`src/rtl/result_stream_pkg.sv`:
```
// Shared types and constants for the result BRAM -> AXI4-Stream transmit path.
package result_stream_pkg;

    typedef enum logic [1:0] {
        IDLE   = 2'd0,
        STREAM = 2'd1,
        DONE   = 2'd2
    } state_t;

    localparam int unsigned SKID_DEPTH = 2;
    localparam int unsigned BRAM_RD_LAT = 1;
    localparam int unsigned SKID_CNT_W = $clog2(SKID_DEPTH + 1);
    localparam logic [3:0]  TSTRB_ALL  = 4'hF;

endpackage

```
`src/rtl/axis_out_skid_buf.sv`:
```
// Two-entry shift FIFO; entry 0 is always the head so head outputs come straight from flops.
module axis_out_skid_buf
    import result_stream_pkg::*;
#(
    parameter int unsigned DATA_W = 32
) (
    input  logic                  clk,
    input  logic                  rst_n,
    input  logic                  push,
    input  logic [DATA_W-1:0]     push_data,
    input  logic                  pop,
    output logic                  head_valid,
    output logic [DATA_W-1:0]     head_data,
    output logic [SKID_CNT_W-1:0] count
);

    logic              v0, v1;
    logic [DATA_W-1:0] d0, d1;
    logic              pop_ok;

    assign pop_ok = pop & v0;

    // Entry update: push fills the first free slot, pop shifts entry 1 into the head.
    always_ff @(posedge clk or negedge rst_n) begin
        if (!rst_n) begin
            v0 <= 1'b0;
            v1 <= 1'b0;
            d0 <= '0;
            d1 <= '0;
        end else begin
            case ({push, pop_ok})
                2'b10: begin
                    if (!v0) begin
                        v0 <= 1'b1;
                        d0 <= push_data;
                    end else begin
                        v1 <= 1'b1;
                        d1 <= push_data;
                    end
                end
                2'b01: begin
                    d0 <= d1;
                    v0 <= v1;
                    v1 <= 1'b0;
                end
                2'b11: begin
                    if (v1) begin
                        d0 <= d1;
                        d1 <= push_data;
                    end else begin
                        d0 <= push_data;
                    end
                end
                default: ;
            endcase
        end
    end

    assign head_valid = v0;
    assign head_data  = d0;
    assign count      = SKID_CNT_W'(v0) + SKID_CNT_W'(v1);

endmodule

```
`src/rtl/result_stream_m_axis.sv`:
```
// AXI4-Stream master streaming one frame of result BRAM words to the DMA S2MM channel.
// Optional build macro RESULT_STREAM_STALL_CNT_EN adds the stall_cnt backpressure counter.
module result_stream_m_axis
    import result_stream_pkg::*;
#(
    parameter int unsigned BRAM_DEPTH           = 10,
    parameter int unsigned C_M_AXIS_TDATA_WIDTH = 32
) (
    input  logic                            M_AXIS_ACLK,
    input  logic                            M_AXIS_ARESETN,
    input  logic                            start,
    input  logic [BRAM_DEPTH:0]             len,
    output logic [BRAM_DEPTH-1:0]           res_addr,
    output logic                            res_en,
    input  logic [C_M_AXIS_TDATA_WIDTH-1:0] res_dout,
    output logic                            busy,
    output logic                            done,
    output logic                            M_AXIS_TVALID,
    output logic [C_M_AXIS_TDATA_WIDTH-1:0] M_AXIS_TDATA,
    output logic [3:0]                      M_AXIS_TSTRB,
    output logic                            M_AXIS_TLAST,
    input  logic                            M_AXIS_TREADY
`ifdef RESULT_STREAM_STALL_CNT_EN
    ,
    output logic [31:0]                     stall_cnt
`endif
);

    localparam int unsigned CNT_W = BRAM_DEPTH + 1;
    localparam int unsigned OCC_W = $clog2(SKID_DEPTH + BRAM_RD_LAT + 1);

    state_t                 state, state_nxt;
    logic [CNT_W-1:0]       len_q;
    logic [CNT_W-1:0]       rd_ptr;
    logic [CNT_W-1:0]       sent;
    logic                   rd_inflight;
    logic                   start_ok;
    logic                   hs;
    logic                   last_beat;
    logic [OCC_W-1:0]       occ;
    logic [SKID_CNT_W-1:0]  skid_cnt;

    assign start_ok  = (state == IDLE) && start && (len != '0);
    assign hs        = M_AXIS_TVALID & M_AXIS_TREADY;
    assign last_beat = M_AXIS_TVALID && (sent == (len_q - CNT_W'(1)));

    // Buffered words plus the read still in the BRAM pipe; a same-cycle pop frees one slot.
    assign occ    = OCC_W'(skid_cnt) + OCC_W'(rd_inflight);
    assign res_en = (state == STREAM) && (rd_ptr < len_q) &&
                    ((occ < OCC_W'(SKID_DEPTH)) || ((occ == OCC_W'(SKID_DEPTH)) && hs));

    assign res_addr     = rd_ptr[BRAM_DEPTH-1:0];
    assign M_AXIS_TLAST = last_beat;
    assign M_AXIS_TSTRB = TSTRB_ALL;

    // State register.
    always_ff @(posedge M_AXIS_ACLK or negedge M_AXIS_ARESETN) begin
        if (!M_AXIS_ARESETN) begin
            state <= IDLE;
        end else begin
            state <= state_nxt;
        end
    end

    // Next-state and status outputs.
    always_comb begin
        state_nxt = state;
        busy      = 1'b0;
        done      = 1'b0;
        case (state)
            IDLE: begin
                if (start_ok) begin
                    state_nxt = STREAM;
                end
            end
            STREAM: begin
                busy = 1'b1;
                if (hs && last_beat) begin
                    state_nxt = DONE;
                end
            end
            DONE: begin
                done      = 1'b1;
                state_nxt = IDLE;
            end
            default: state_nxt = IDLE;
        endcase
    end

    // Frame length, read pointer, beat counter and BRAM latency tracking.
    always_ff @(posedge M_AXIS_ACLK or negedge M_AXIS_ARESETN) begin
        if (!M_AXIS_ARESETN) begin
            len_q       <= '0;
            rd_ptr      <= '0;
            sent        <= '0;
            rd_inflight <= 1'b0;
        end else begin
            rd_inflight <= res_en;
            if (start_ok) begin
                len_q  <= len;
                rd_ptr <= '0;
                sent   <= '0;
            end else begin
                if (res_en) begin
                    rd_ptr <= rd_ptr + CNT_W'(1);
                end
                if (hs) begin
                    sent <= sent + CNT_W'(1);
                end
            end
        end
    end

    axis_out_skid_buf #(
        .DATA_W (C_M_AXIS_TDATA_WIDTH)
    ) u_skid (
        .clk        (M_AXIS_ACLK),
        .rst_n      (M_AXIS_ARESETN),
        .push       (rd_inflight),
        .push_data  (res_dout),
        .pop        (M_AXIS_TREADY),
        .head_valid (M_AXIS_TVALID),
        .head_data  (M_AXIS_TDATA),
        .count      (skid_cnt)
    );

`ifdef RESULT_STREAM_STALL_CNT_EN
    logic [31:0] stall_q;

    // Saturating count of stalled cycles within the current frame.
    always_ff @(posedge M_AXIS_ACLK or negedge M_AXIS_ARESETN) begin
        if (!M_AXIS_ARESETN) begin
            stall_q <= '0;
        end else if (start_ok) begin
            stall_q <= '0;
        end else if ((state == STREAM) && M_AXIS_TVALID && !M_AXIS_TREADY && (stall_q != '1)) begin
            stall_q <= stall_q + 32'd1;
        end
    end

    assign stall_cnt = stall_q;
`endif

endmodule
```
`config.mk`:
```
export PLATFORM = sky130hd
export DESIGN_NAME = result_stream_m_axis
export DESIGN_NICKNAME = d
export VERILOG_FILES = /design/src/rtl/result_stream_pkg.sv /design/src/rtl/axis_out_skid_buf.sv /design/src/rtl/result_stream_m_axis.sv
export SDC_FILE = /design/constraint.sdc
export NUM_CORES = 1
export LEC_CHECK = 0
export CORE_ASPECT_RATIO = 1.2
export CORE_MARGIN = 8
export CORE_UTILIZATION = 47
export CTS_BUF_LIST = sky130_fd_sc_hd__clkbuf_8 sky130_fd_sc_hd__clkbuf_16
export DETAILED_ROUTE_END_ITERATION = 10
export HOLD_SLACK_MARGIN = 0.08
export PLACE_DENSITY = 0.79
export SYNTH_ARGS = -nofsm -noshare
export SYNTH_HDL_FRONTEND = slang
export SYNTH_SLANG_ARGS = --single-unit
```
`constraint.sdc`:
```
create_clock -name M_AXIS_ACLK -period 2.4 [get_ports M_AXIS_ACLK]
set_clock_uncertainty 0.2 [all_clocks]
set_input_delay 0.48 -clock M_AXIS_ACLK [delete_from_list [all_inputs] [get_ports M_AXIS_ACLK]]
set_output_delay 0.48 -clock M_AXIS_ACLK [all_outputs]
set_load 0.02 [all_outputs]
```
* Yosys cells after proc, flatten, opt, wreduce, memory -nomap -nowiden *
Index checks and enable logic that the tools add are counted.

storage, ports and cells
  register bits = 102
  input port bits = 47
  output and inout port bits = 51
  word-level logic and storage cells = 66

cells by class
  $add $sub $neg = 5
  order comparisons = 2
  equality and inequality tests = 12
  muxes and demuxes = 18
  bitwise operators = 1
  reductions and logical operators = 19

operators with widths
  operator                                                                 count
  32-bit 2-to-1 mux                                                        4
  32-bit case mux with 3 select lines                                      1
  32-bit case mux with 2 select lines                                      1
  11-bit 2-to-1 mux                                                        4
  11-bit by 1-bit adder with 11-bit output, second input constant          2
  11-bit == test                                                           1
  11-bit < comparator                                                      1
  11-bit nonzero test                                                      1
  11-bit by 1-bit subtractor with 11-bit output, second input constant     1
  2-bit == test, second input constant                                     4
  2-bit nonzero test                                                       4
  1-bit logical AND                                                        7
  2-bit by 1-bit inequality test with 1-bit output, second input constant  3
  2-bit AND reduction                                                      3
  2-bit by 1-bit == test with 1-bit output, second input constant          2
  2-bit 2-to-1 mux                                                         2
  2-bit inequality test, second input constant                             2
  1-bit case mux with 2 select lines                                       2
  2-bit case mux with 2 select lines                                       1
  1-bit 2-to-1 mux                                                         3
  3-bit AND reduction                                                      1
  3-bit nonzero test                                                       1
  1-bit by 1-bit adder with 2-bit output                                   1
  2-bit by 1-bit adder with 2-bit output                                   1
  4 further kinds                                                          4

* Depth between registers and ports, before layout *
  depth in word-level cells = 8
  mapped depth = 10

* Modules after synthesis *
Synthesis repeated with hierarchy kept, for this count alone.

unflattened totals
  cell total of the unflattened synthesis = 505
  area, all modules = 5238.8 um^2

by module, submodules not included
  module                times used  cells each  area an instance (um^2)
  axis_out_skid_buf     1           227         2815.2
  result_stream_m_axis  1           278         2423.6

* Least setup slack after synthesis *
OpenSTA, ideal clock, no wires.

  kind = register to output
  start = register len_q[0]
  end = output port M_AXIS_TLAST
  arrival = 2.175 ns
  required time = 1.720 ns
  setup slack = -0.455 ns
  cell stages (with the launch flop) = 10
  cells stage by stage = dfrtp_1 > inv_1 > ha_1 > or3b_1 > clkbuf_1 > or3_4 > mux2i_1 > a21oi_1 > o211ai_1 > nor2_1

on the way
  cells in the longest elaborated chain, start to end = 3

ends and longest elaborated chain
  what                                           line                         RTL
  start: declaration                             result_stream_m_axis.sv:33   logic [CNT_W-1:0] len_q;
  start signal: assignment                       result_stream_m_axis.sv:100  len_q <= len;
  11-bit by 1-bit subtractor with 11-bit output  result_stream_m_axis.sv:45   assign last_beat = M_AXIS_TVALID && (sent == (len_q - CNT_W'(1)));
  11-bit == test                                 result_stream_m_axis.sv:45
  1-bit logical AND                              result_stream_m_axis.sv:45
  end: declaration                               result_stream_m_axis.sv:21   output logic M_AXIS_TLAST,

Every way passes these cells.

* Worst setup path after layout *
Same ends and word-level chain as after synthesis.

==> results.md <==
- Reg2reg start: len_q[0]
- Critical-path cell list: inv_2, ha_4, or3b_4, or3_4, mux2i_1, a21oi_1, o211ai_1, nor2_2, buf_6
- Largest net degree at the start of global routing: 103
- Placed Area: 0.00667 mm^2
- CP Class: reg -> out
- Post-synth top area share: 50.1%
- ANT nets after route: 0
- Yosys warns: 0
- Sequential Power Share: 32.2%
- Worst Hold Class: reg -> reg
- CTS tree: built
- DR iter-0 viols: 182
- Mapped cell area: 0.00509 mm^2
- Post-route cell area: 0.00730 mm^2
- Failing checks: setup timing
- Syn avg cell area: 10.3 um^2
- CTS Buf Count: 9
- Root Driver: clkbuf_16
- Hold Startpoint: u_skid.head_data[1]
- I/O Buffers: 93
- WL per Instance: 18.0 um
- Site Rows: 41
- Status: finished, violations left
- Switch share: 38.4%
- Core Area: 0.0106 mm^2
- Tcrit/Tclk final: 131%
- Top cells by area, synth: dfrtp_1 (50%), mux2_2 (7.1%), o21ai_0 (4.7%), a22oi_1 (4.7%), nand2_1 (4.6%)
- Register bit total from synthesis: 102
- Cell-internal power: 0.00536 W
- Synthesized instance count: 493
- Post-DP HPWL: 9750 um
- Startpoint Class: flop
- Global-route wire length before repair: 23200 um
- Synth unique cells: 53
- Pwr per Cell Area: 1190 mW/mm^2
- Critical Path Sink Type: output port
- Nets: 712
- Clk_lat worst skew: 350 ps
- DRC: 0
- WL final: 14100 um
- Switch Pwr: 0.00335 W
- Max Cap Violations: 0
- Max Root-Sink Buffers: 2
- Final setup viols: 13
- Asr flop ratio synth: 100%
- Actual slew at the worst max-slew pin: 549 ps
- Fin util: 69.1%
- Register area share after synthesis: 50.1%
- Crit path DAT: 2460 ps
- Max-slew violations: 0
- Antenna violations before repair: 0
- Final worst setup slack: -736 ps
- Chip height: 130 um
- Final hold vios: 0
- Worst path slowest cell: or3_4
- Die area: 0.0144 mm^2
- Sink Count: 102
- Htree depth: 3
- IO Count: 98
- GRT Util Overall: 19.5%
- Layout area overhead: 43.3%
- Max VDD drop: 0.000746 V
- Hold Path Cell Cnt: 2
- Logic pwr share: 51.1%
- Post-synth EDFFs: 0
- Initial DRT Pass Iterations: 4
- Grt total ovfl: 0
- Max Fanout on Critical Path: 4
- Worst stage delay on the critical path: 420 ps
- Most used DFF post-synth: dfrtp_1
- Unrepaired setup endpoints after global routing: true
- Vias in the first global route: 4720
- Initial Utilization: 48.2%
- Fmax: 319 MHz
- Area leader, netlist: dfrtp_1
- Crit path required time: 1720 ps
- Gpl congestion: 0.870
- Layout cells sized above 1: 28.2%
- Inserted Diodes: 0
- Worst setup path startpoint: len_q[0]
- Clock transition at the registers of the reported paths: 80 ps
- Clk pwr share: 16.7%
- Worst rel slew slack: 63.4%
- Die width: 111 um
- Routed vias: 4411
- Fillcell total: 783
- Leakage: 3.20 nW
- R2R depth: 9
- Vias per inst: 5.65
- Minimum clock period: 3140 ps
## state kept, by name, summed over array words and instances, names as in the netlist
signal	cells
rd_ptr	11
u_skid.v1	1
state	2
u_skid.head_valid	1
u_skid.d1	32
sent	11
u_skid.head_data	32
len_q	11
rd_inflight	1
## per-stage QoR
step | setup TNS, ps | std cells | hold slack, ps | total power, W | setup slack, ps
after floorplan | -594 | 496 | -15.6 | 0.00512 | -362
after global placement | -13500 | 754 | 261 | 0.00672 | -739
after detailed placement | -18130 | 754 | 270 | 0.00690 | -843
after CTS | -3640 | 779 | 288 | 0.00872 | -735
after global routing | -4570 | 781 | 328 | 0.00925 | -880
final | -3570 | 781 | 287 | 0.00871 | -736
## final cells by class
cell class / count / area (um^2) / share of cell area [%]
multi-input cells: 338 / 2530 / 34.7
clock inverters: 6 / 60.1 / 0.823
clock buffers: 10 / 239 / 3.27
inverters: 18 / 83.8 / 1.15
well taps: 129 / 161 / 2.21
flip-flops and latches: 102 / 2550 / 35.0
repair buffers: 178 / 1670 / 22.8
## cells by family (layout without fill, tap and decap cells)
family | count (synthesis) | count (layout) | synth area share, %
mux | 35 | 35 | 7.66
other cells | 1 | 4 | 0.0736
buf+inv | 56 | 212 | 5.30
flops | 102 | 102 | 50.1
simple gates | 137 | 137 | 13.2
compound gates | 122 | 122 | 15.3
xor+xnor | 22 | 22 | 3.78
fa+ha+maj | 18 | 18 | 4.57
## metal layers
metal | part of all wire [%] | GRT usage, %
met3 | 6.0 | 5.60
met4 | 2.2 | 7.46
met5 | 0 | 0
met1 | 40 | 21.9
met2 | 52 | 34.4
## power groups by stage
stage / clock [W] / combinational, W / sequential [W]
floorplan: 0 / 0.00199 / 0.00313
global placement: 0 / 0.00394 / 0.00278
detailed placement: 0 / 0.00409 / 0.00281
CTS: 0.00148 / 0.00444 / 0.00280
global route: 0.00156 / 0.00481 / 0.00288
finish: 0.00146 / 0.00445 / 0.00280
## synthesized netlist by cell type, types with 3 or more instances
master and n:
a21o_1 3, a21oi_1 15, a22oi_1 32, and3_1 5, buf_4 14, clkbuf_1 23
dfrtp_1 102, ha_1 17, inv_1 17, mux2_2 32, mux2i_1 3, nand2_1 63
nand3_1 8, nand4_1 7, nor2_1 21, nor4_1 8, o211ai_1 4, o21ai_0 48
o31ai_1 4, or3_1 4, or4_1 5, xnor2_1 10, xor2_1 12
## layout by cell type (no fill, tap or decap), types with 12 or more instances in the layout
cell type	synthesis	layout
a22oi_1	32	32
mux2_2	32	32
ha_1	17	12
clkdlybuf4s50_1	0	89
buf_4	14	73
o21ai_0	48	47
nand2_1	63	63
xor2_1	12	12
dfrtp_1	102	101
nor2_1	21	17
## what timing repair did
item | CTS | global route
gates resized for setup | 40 | 26
hold buffers | 1 | 0
gates cloned | 0 | 0
setup buffers | 9 | 4
endpoints found under the setup margin | 13 | 20
hold endpoints to repair | 102 | 0
pin swaps | 12 | 14
## worst paths after layout
check,slack (ps),endpoint
max,-740,M_AXIS_TLAST
min,290,u_skid.head_data[1]
max reg2reg,-310,state[0]
min reg2reg,290,u_skid.head_data[1]
max in group asynchronous,1050,len_q[5]
min in group asynchronous,530,rd_ptr[7]
## critical path, delay by kind of cell, from the launching register on
family	cells	cell delay, ps
AO/OA/AOI/OAI	2	330
AND/OR/NAND/NOR	3	890
flip-flops	1	400
multiplexers	1	160
adder cells (fa/ha/maj)	1	130
buffers and inverters	2	210
No activity file was read; power rests on OpenSTA's default activity.
